===== src/rtl/irq_pkg.sv =====
// Shared types and helpers for the interrupt request controller.
package irq_pkg;

    typedef enum logic [1:0] {
        IDLE    = 2'd0,
        ASSERT  = 2'd1,
        SERVICE = 2'd2
    } irq_state_t;

    localparam int DEF_ACK_TIMEOUT = 16;

    // A single source still needs a 1-bit vector.
    function automatic int irq_id_w(input int num_src);
        return (num_src > 1) ? $clog2(num_src) : 1;
    endfunction

endpackage


===== src/rtl/irq_prio_enc.sv =====
// Lowest-index-first priority encoder over the eligible request vector.
module irq_prio_enc
    import irq_pkg::*;
#(
    parameter  int NUM_SRC = 4,
    localparam int ID_W    = irq_id_w(NUM_SRC)
) (
    input  logic [NUM_SRC-1:0] eligible,
    output logic [ID_W-1:0]    id,
    output logic               valid
);

    // Scan downward so the last hit is the lowest index.
    always_comb begin
        id    = '0;
        valid = 1'b0;
        for (int i = NUM_SRC - 1; i >= 0; i--) begin
            if (eligible[i]) begin
                id    = ID_W'(i);
                valid = 1'b1;
            end
        end
    end

endmodule


===== src/rtl/irq_source_ctrl.sv =====
// Edge-captured, masked, priority-arbitrated interrupt requester with ack/eoi handshake.
// Optional ack timeout enabled by defining IRQ_TIMEOUT_EN.
//
//   state   | meaning
//   IDLE    | no interrupt outstanding, arbitrating eligible sources
//   ASSERT  | interrupt driven, waiting for int_ack
//   SERVICE | core servicing sel, waiting for int_eoi
module irq_source_ctrl
    import irq_pkg::*;
#(
    parameter  int NUM_SRC     = 4,
    parameter  int ACK_TIMEOUT = DEF_ACK_TIMEOUT,
    localparam int IRQ_ID_W    = irq_id_w(NUM_SRC)
) (
    input  logic                clk,
    input  logic                resetn,
    input  logic [NUM_SRC-1:0]  irq_req,
    input  logic                mask_wr,
    input  logic [NUM_SRC-1:0]  mask_in,
    input  logic                int_ack,
    input  logic                int_eoi,
    output logic                interrupt,
    output logic [IRQ_ID_W-1:0] int_vector,
    output logic                busy,
    output logic                timeout_err
);

    if (NUM_SRC < 2 || NUM_SRC > 16) begin : g_bad_num_src
        $error("irq_source_ctrl: NUM_SRC out of range");
    end
    if (ACK_TIMEOUT < 2 || ACK_TIMEOUT > 256) begin : g_bad_timeout
        $error("irq_source_ctrl: ACK_TIMEOUT out of range");
    end

    logic [NUM_SRC-1:0]  req_q;
    logic [NUM_SRC-1:0]  pending;
    logic [NUM_SRC-1:0]  mask;
    logic [NUM_SRC-1:0]  edge_det;
    logic [NUM_SRC-1:0]  eligible;
    logic [NUM_SRC-1:0]  clr;
    logic [IRQ_ID_W-1:0] win_id;
    logic [IRQ_ID_W-1:0] sel;
    logic                win_valid;
    irq_state_t          state;

`ifdef IRQ_TIMEOUT_EN
    localparam logic [7:0] TO_LAST = 8'(ACK_TIMEOUT - 1);
    logic [7:0] ack_cnt;
    logic       to_q;
    assign timeout_err = to_q;
`else
    assign timeout_err = 1'b0;
`endif

    assign edge_det   = irq_req & ~req_q;
    assign eligible   = pending & mask;
    assign int_vector = sel;

    always_comb begin
        clr = '0;
        if (state == ASSERT && int_ack) clr[sel] = 1'b1;
    end

    irq_prio_enc #(.NUM_SRC(NUM_SRC)) u_prio_enc (
        .eligible (eligible),
        .id       (win_id),
        .valid    (win_valid)
    );

    // A fresh edge in the ack cycle must survive the clear, so set wins.
    always_ff @(posedge clk) begin
        if (!resetn) begin
            req_q   <= '0;
            pending <= '0;
            mask    <= '1;
        end else begin
            req_q   <= irq_req;
            pending <= (pending & ~clr) | edge_det;
            if (mask_wr) mask <= mask_in;
        end
    end

    always_ff @(posedge clk) begin
        if (!resetn) begin
            state     <= IDLE;
            sel       <= '0;
            interrupt <= 1'b0;
            busy      <= 1'b0;
`ifdef IRQ_TIMEOUT_EN
            ack_cnt   <= '0;
            to_q      <= 1'b0;
`endif
        end else begin
`ifdef IRQ_TIMEOUT_EN
            to_q <= 1'b0;
`endif
            case (state)
                IDLE: begin
                    if (win_valid) begin
                        sel       <= win_id;
                        interrupt <= 1'b1;
                        busy      <= 1'b1;
                        state     <= ASSERT;
`ifdef IRQ_TIMEOUT_EN
                        ack_cnt   <= '0;
`endif
                    end
                end
                ASSERT: begin
                    if (int_ack) begin
                        interrupt <= 1'b0;
                        state     <= SERVICE;
`ifdef IRQ_TIMEOUT_EN
                    end else if (ack_cnt == TO_LAST) begin
                        interrupt <= 1'b0;
                        busy      <= 1'b0;
                        to_q      <= 1'b1;
                        state     <= IDLE;
                    end else begin
                        ack_cnt   <= ack_cnt + 8'd1;
`endif
                    end
                end
                SERVICE: begin
                    if (int_eoi) begin
                        busy  <= 1'b0;
                        state <= IDLE;
                    end
                end
                default: begin
                    interrupt <= 1'b0;
                    busy      <= 1'b0;
                    state     <= IDLE;
                end
            endcase
        end
    end

endmodule


===== config.mk =====
export PLATFORM = sky130hd
export DESIGN_NAME = irq_source_ctrl
export DESIGN_NICKNAME = d
export VERILOG_FILES = /design/src/rtl/irq_pkg.sv /design/src/rtl/irq_prio_enc.sv /design/src/rtl/irq_source_ctrl.sv
export SDC_FILE = /design/constraint.sdc
export NUM_CORES = 1
export LEC_CHECK = 0
export CORE_MARGIN = 2
export CORE_UTILIZATION = 40
export DETAILED_ROUTE_END_ITERATION = 12
export GPL_TIMING_DRIVEN = 0
export PLACE_DENSITY = 0.75
export SYNTH_ARGS = -nofsm -noshare
export SYNTH_HDL_FRONTEND = slang
export SYNTH_SLANG_ARGS = --single-unit

===== constraint.sdc =====
create_clock -name clk -period 1.2 [get_ports clk]
set_input_delay 0.18 -clock clk [delete_from_list [all_inputs] [get_ports clk]]
set_output_delay 0.18 -clock clk [all_outputs]
set_load 0.1 [all_outputs]

==> summary.txt <==
Synthesis
  • Syn Area/Cell: 8.98 um2
  • Sequential area share after synthesis: 51.4%
  • Synth cell types: 24
  • Synthesized net count: 91
  • Share of the synthesized area in the top cell type: 51.4%
  • Cell count after synthesis: 78
  • Mapped cell area: 701 um2
  • Yosys top cell by area: dfxtp_1
  • Yosys reg bits: 18
  • Synth warnings: 0
  • Synth top area cells: dfxtp_1 51%, nand2_1 9.6%, mux2i_1 7.1%

Clock network
  • Worst-Skew Late Latency: 0.29 ns
  • Depth of the CTS H-tree: 1
  • Clock buffer depth: 2
  • Root Buffer: clkbuf_4
  • CTS buffer count: 3
  • Clk sinks: 18
  • TritonCTS clock tree: yes
  • Clk pin slew, worst setup/hold paths: 0.10 ns
  • Number of setup buffers added after CTS: 0

STA
  • Final Skew: 0.00108 ns
  • Fin crit period: 1.13 ns
  • Setup violations, final: 0
  • Setup WS post-layout: 0.0701 ns
  • Final hold violations: 0
  • Max frequency: 0.885 GHz
  • Tcrit/Tclk final: 94.2%
  • Hold WS: 0.223 ns
  • Max Slew Vio Count: 0

Worst setup path
  • Critical path class: flip-flop to flip-flop
  • Worst endpoint required time: 1.38 ns
  • Critical Path Sink Type: flip-flop
  • Worst-path maximum fanout: 7
  • Arrival @ worst endpoint: 1.31 ns
  • Crit path to: pending[0]$_SDFF_PN0_
  • R2r endpoint: pending[0]$_SDFF_PN0_
  • R2R Path Start: state[1]$_SDFFE_PN0P_
  • Register-to-Register Setup Slack: 0.07 ns
  • Worst-case reg-to-reg path depth: 4
  • Crit path from: state[1]$_SDFFE_PN0P_
  • Worst Setup Start Kind: flip-flop

GRT
  • First-pass GRT wire length: 2060 um
  • Gr ovfl total: 0
  • Vias in the first global route: 491
  • Largest net degree at the start of global routing: 11
  • Initial antenna violation count: 0
  • Overall Global Routing Usage: 13.8%

Final layout
  • Design area: 911 um2
  • Final #Nets: 110
  • Register area: 368 um2
  • Layout filler cell count: 151
  • N_diodes: 0
  • Post-Layout Cell Count: 113
  • Area of the multi-input gates: 308 um2
  • Share of layout cells above drive strength 1: 22.9%
  • Synth-to-Final Area Change: 30.0%

Power and ir drop
  • Lkg Pwr: 0.396 nW
  • Peak VDD IR: 0.616 mV
  • Pwr dens: 1600 nW/um2

Detailed routing
  • Detailed-route via count: 590
  • Antenna Nets Post-Route: 0
  • Remaining DRCs: 0
  • WL final: 1380 um
  • Vias per inst: 5.22
  • Initial DRC count: 23
  • Wirelength per Cell: 12.2 um
  • Drt pass-1 iters: 4

Die
  • Die X: 45.9 um
  • Initial Utilization: 41.5%
  • Die ar.: 2100 um2
  • Core Box Area: 1690 um2
  • Die Y: 45.9 um
  • # IOs: 18
  • Num rows: 15

Placed design
  • Detail Placement HPWL: 1000 um
  • Placed inst area: 867 um2
  • DP Cell Count: 109
  • GP Congestion: 0.765
  • Buffers on Ports: 14
  • Pre-CTS setup slack: -0.500 ns

Run
  • Max-Cap Viols: 0

Min path
  • Worst Hold Class: input pin to flip-flop
  • Hold path cells: 3

Outcome
  • Run status: finished, final reports clean
==> sequential cells by signal, summed over array words and instances, names as in the netlist <==
name,cells
mask,4
int_vector,2
pending,4
state,2
busy,1
req_q,4
interrupt,1
==> worst max-delay path, stage by stage, from the launching register on <==
cell and delay, ns:
dfxtp_2 0.36, and3b_4 0.33, inv_2 0.04, o311ai_2 0.21, o21ai_1 0.09
==> cell type report <==
class | count | area share, %
flip-flops and latches | 18 | 40.4
inverters | 5 | 2.06
multi-input cells | 51 | 33.8
well taps | 17 | 2.34
repair buffers | 14 | 15.1
clock buffers | 4 | 3.98
plain buffers | 4 | 2.34
==> cell usage in the layout, fill, tap and decap left out, types with 2 or more instances in the layout <==
cell type and n:
dfxtp_1 12, nand3_1 5, buf_6 2, inv_1 4
nor2_1 2, o21ai_0 5, nand2_1 17, buf_2 2
o21ai_1 2, mux2i_1 5, nor3b_1 2, clkbuf_4 3
a21boi_0 2, buf_4 3, clkdlybuf4s50_1 10, dfxtp_2 6
==> power breakdown <==
part / internal [mW] / switching (mW) / total [mW]
Combinational: 0.128 / 0.250 / 0.378
Clock: 0.185 / 0.185 / 0.370
Sequential: 0.660 / 0.0542 / 0.714
Total: 0.973 / 0.489 / 1.46
==> layer usage <==
| layer | vias to the layer above | share of wire [%] | global-route usage [%] |
|---|---|---|---|
| li1 | 298 | - | - |
| met1 | 273 | 47 | 17.1 |
| met2 | 17 | 47 | 21.9 |
| met3 | 2 | 4.4 | 3.57 |
| met4 | 0 | 1.3 | 6.86 |
| met5 | - | 0 | 0 |
==> worst min path at each step <==
stage                                   start               endpoint  slack, ns
after CTS                              resetn    req_q[3]$_SDFF_PN0_       0.22
after detailed placement  req_q[0]$_SDFF_PN0_  pending[0]$_SDFF_PN0_       0.40
after floorplan                    irq_req[2]    req_q[2]$_SDFF_PN0_       0.29
after global placement    req_q[0]$_SDFF_PN0_  pending[0]$_SDFF_PN0_       0.39
final                                  resetn    req_q[3]$_SDFF_PN0_       0.22
after global routing                   resetn    req_q[3]$_SDFF_PN0_       0.22
==> stage by stage <==
stage | TNS [ns] | utilization [%] | total power, mW
floorplan | 0 | - | 0.989
global placement | -2.19 | 51.3 | 1.08
detailed placement | -2.30 | 51.3 | 1.09
CTS | 0 | 52.9 | 1.45
global route | -0.00269 | 53.9 | 1.53
finish | 0 | 53.9 | 1.46
==> kinds of logic (layout without fill, tap and decap cells) <==
family,Yosys count,count (layout),synth area share (%)
and+or+nand+nor,29,29,19.3
other,1,1,0.535
muxes,5,5,7.14
AOI/OAI and AO/OA,16,16,15.9
buffers and inverters,9,27,5.71
DFF,18,18,51.4
==> synthesized netlist by cell type <==
master	instances
a21boi_0	2
a21oi_1	1
a22oi_1	1
a32o_1	1
and3b_4	1
buf_2	2
buf_4	1
clkbuf_1	1
conb_1	1
dfxtp_1	18
inv_1	4
inv_2	1
mux2i_1	5
nand2_1	18
nand3_1	5
nand3b_1	1
nor2_1	2
nor3b_1	2
o211ai_1	1
o21a_1	1
o21ai_0	5
o21ai_1	2
o311ai_2	1
o31ai_1	1
==> repair_timing <==
item                                    4_1_cts  5_1_grt
endpoints found under the setup margin        4        7
resized for setup                            24        6
hold buffers                                  0        0
Power figures use the tool's default switching activity.
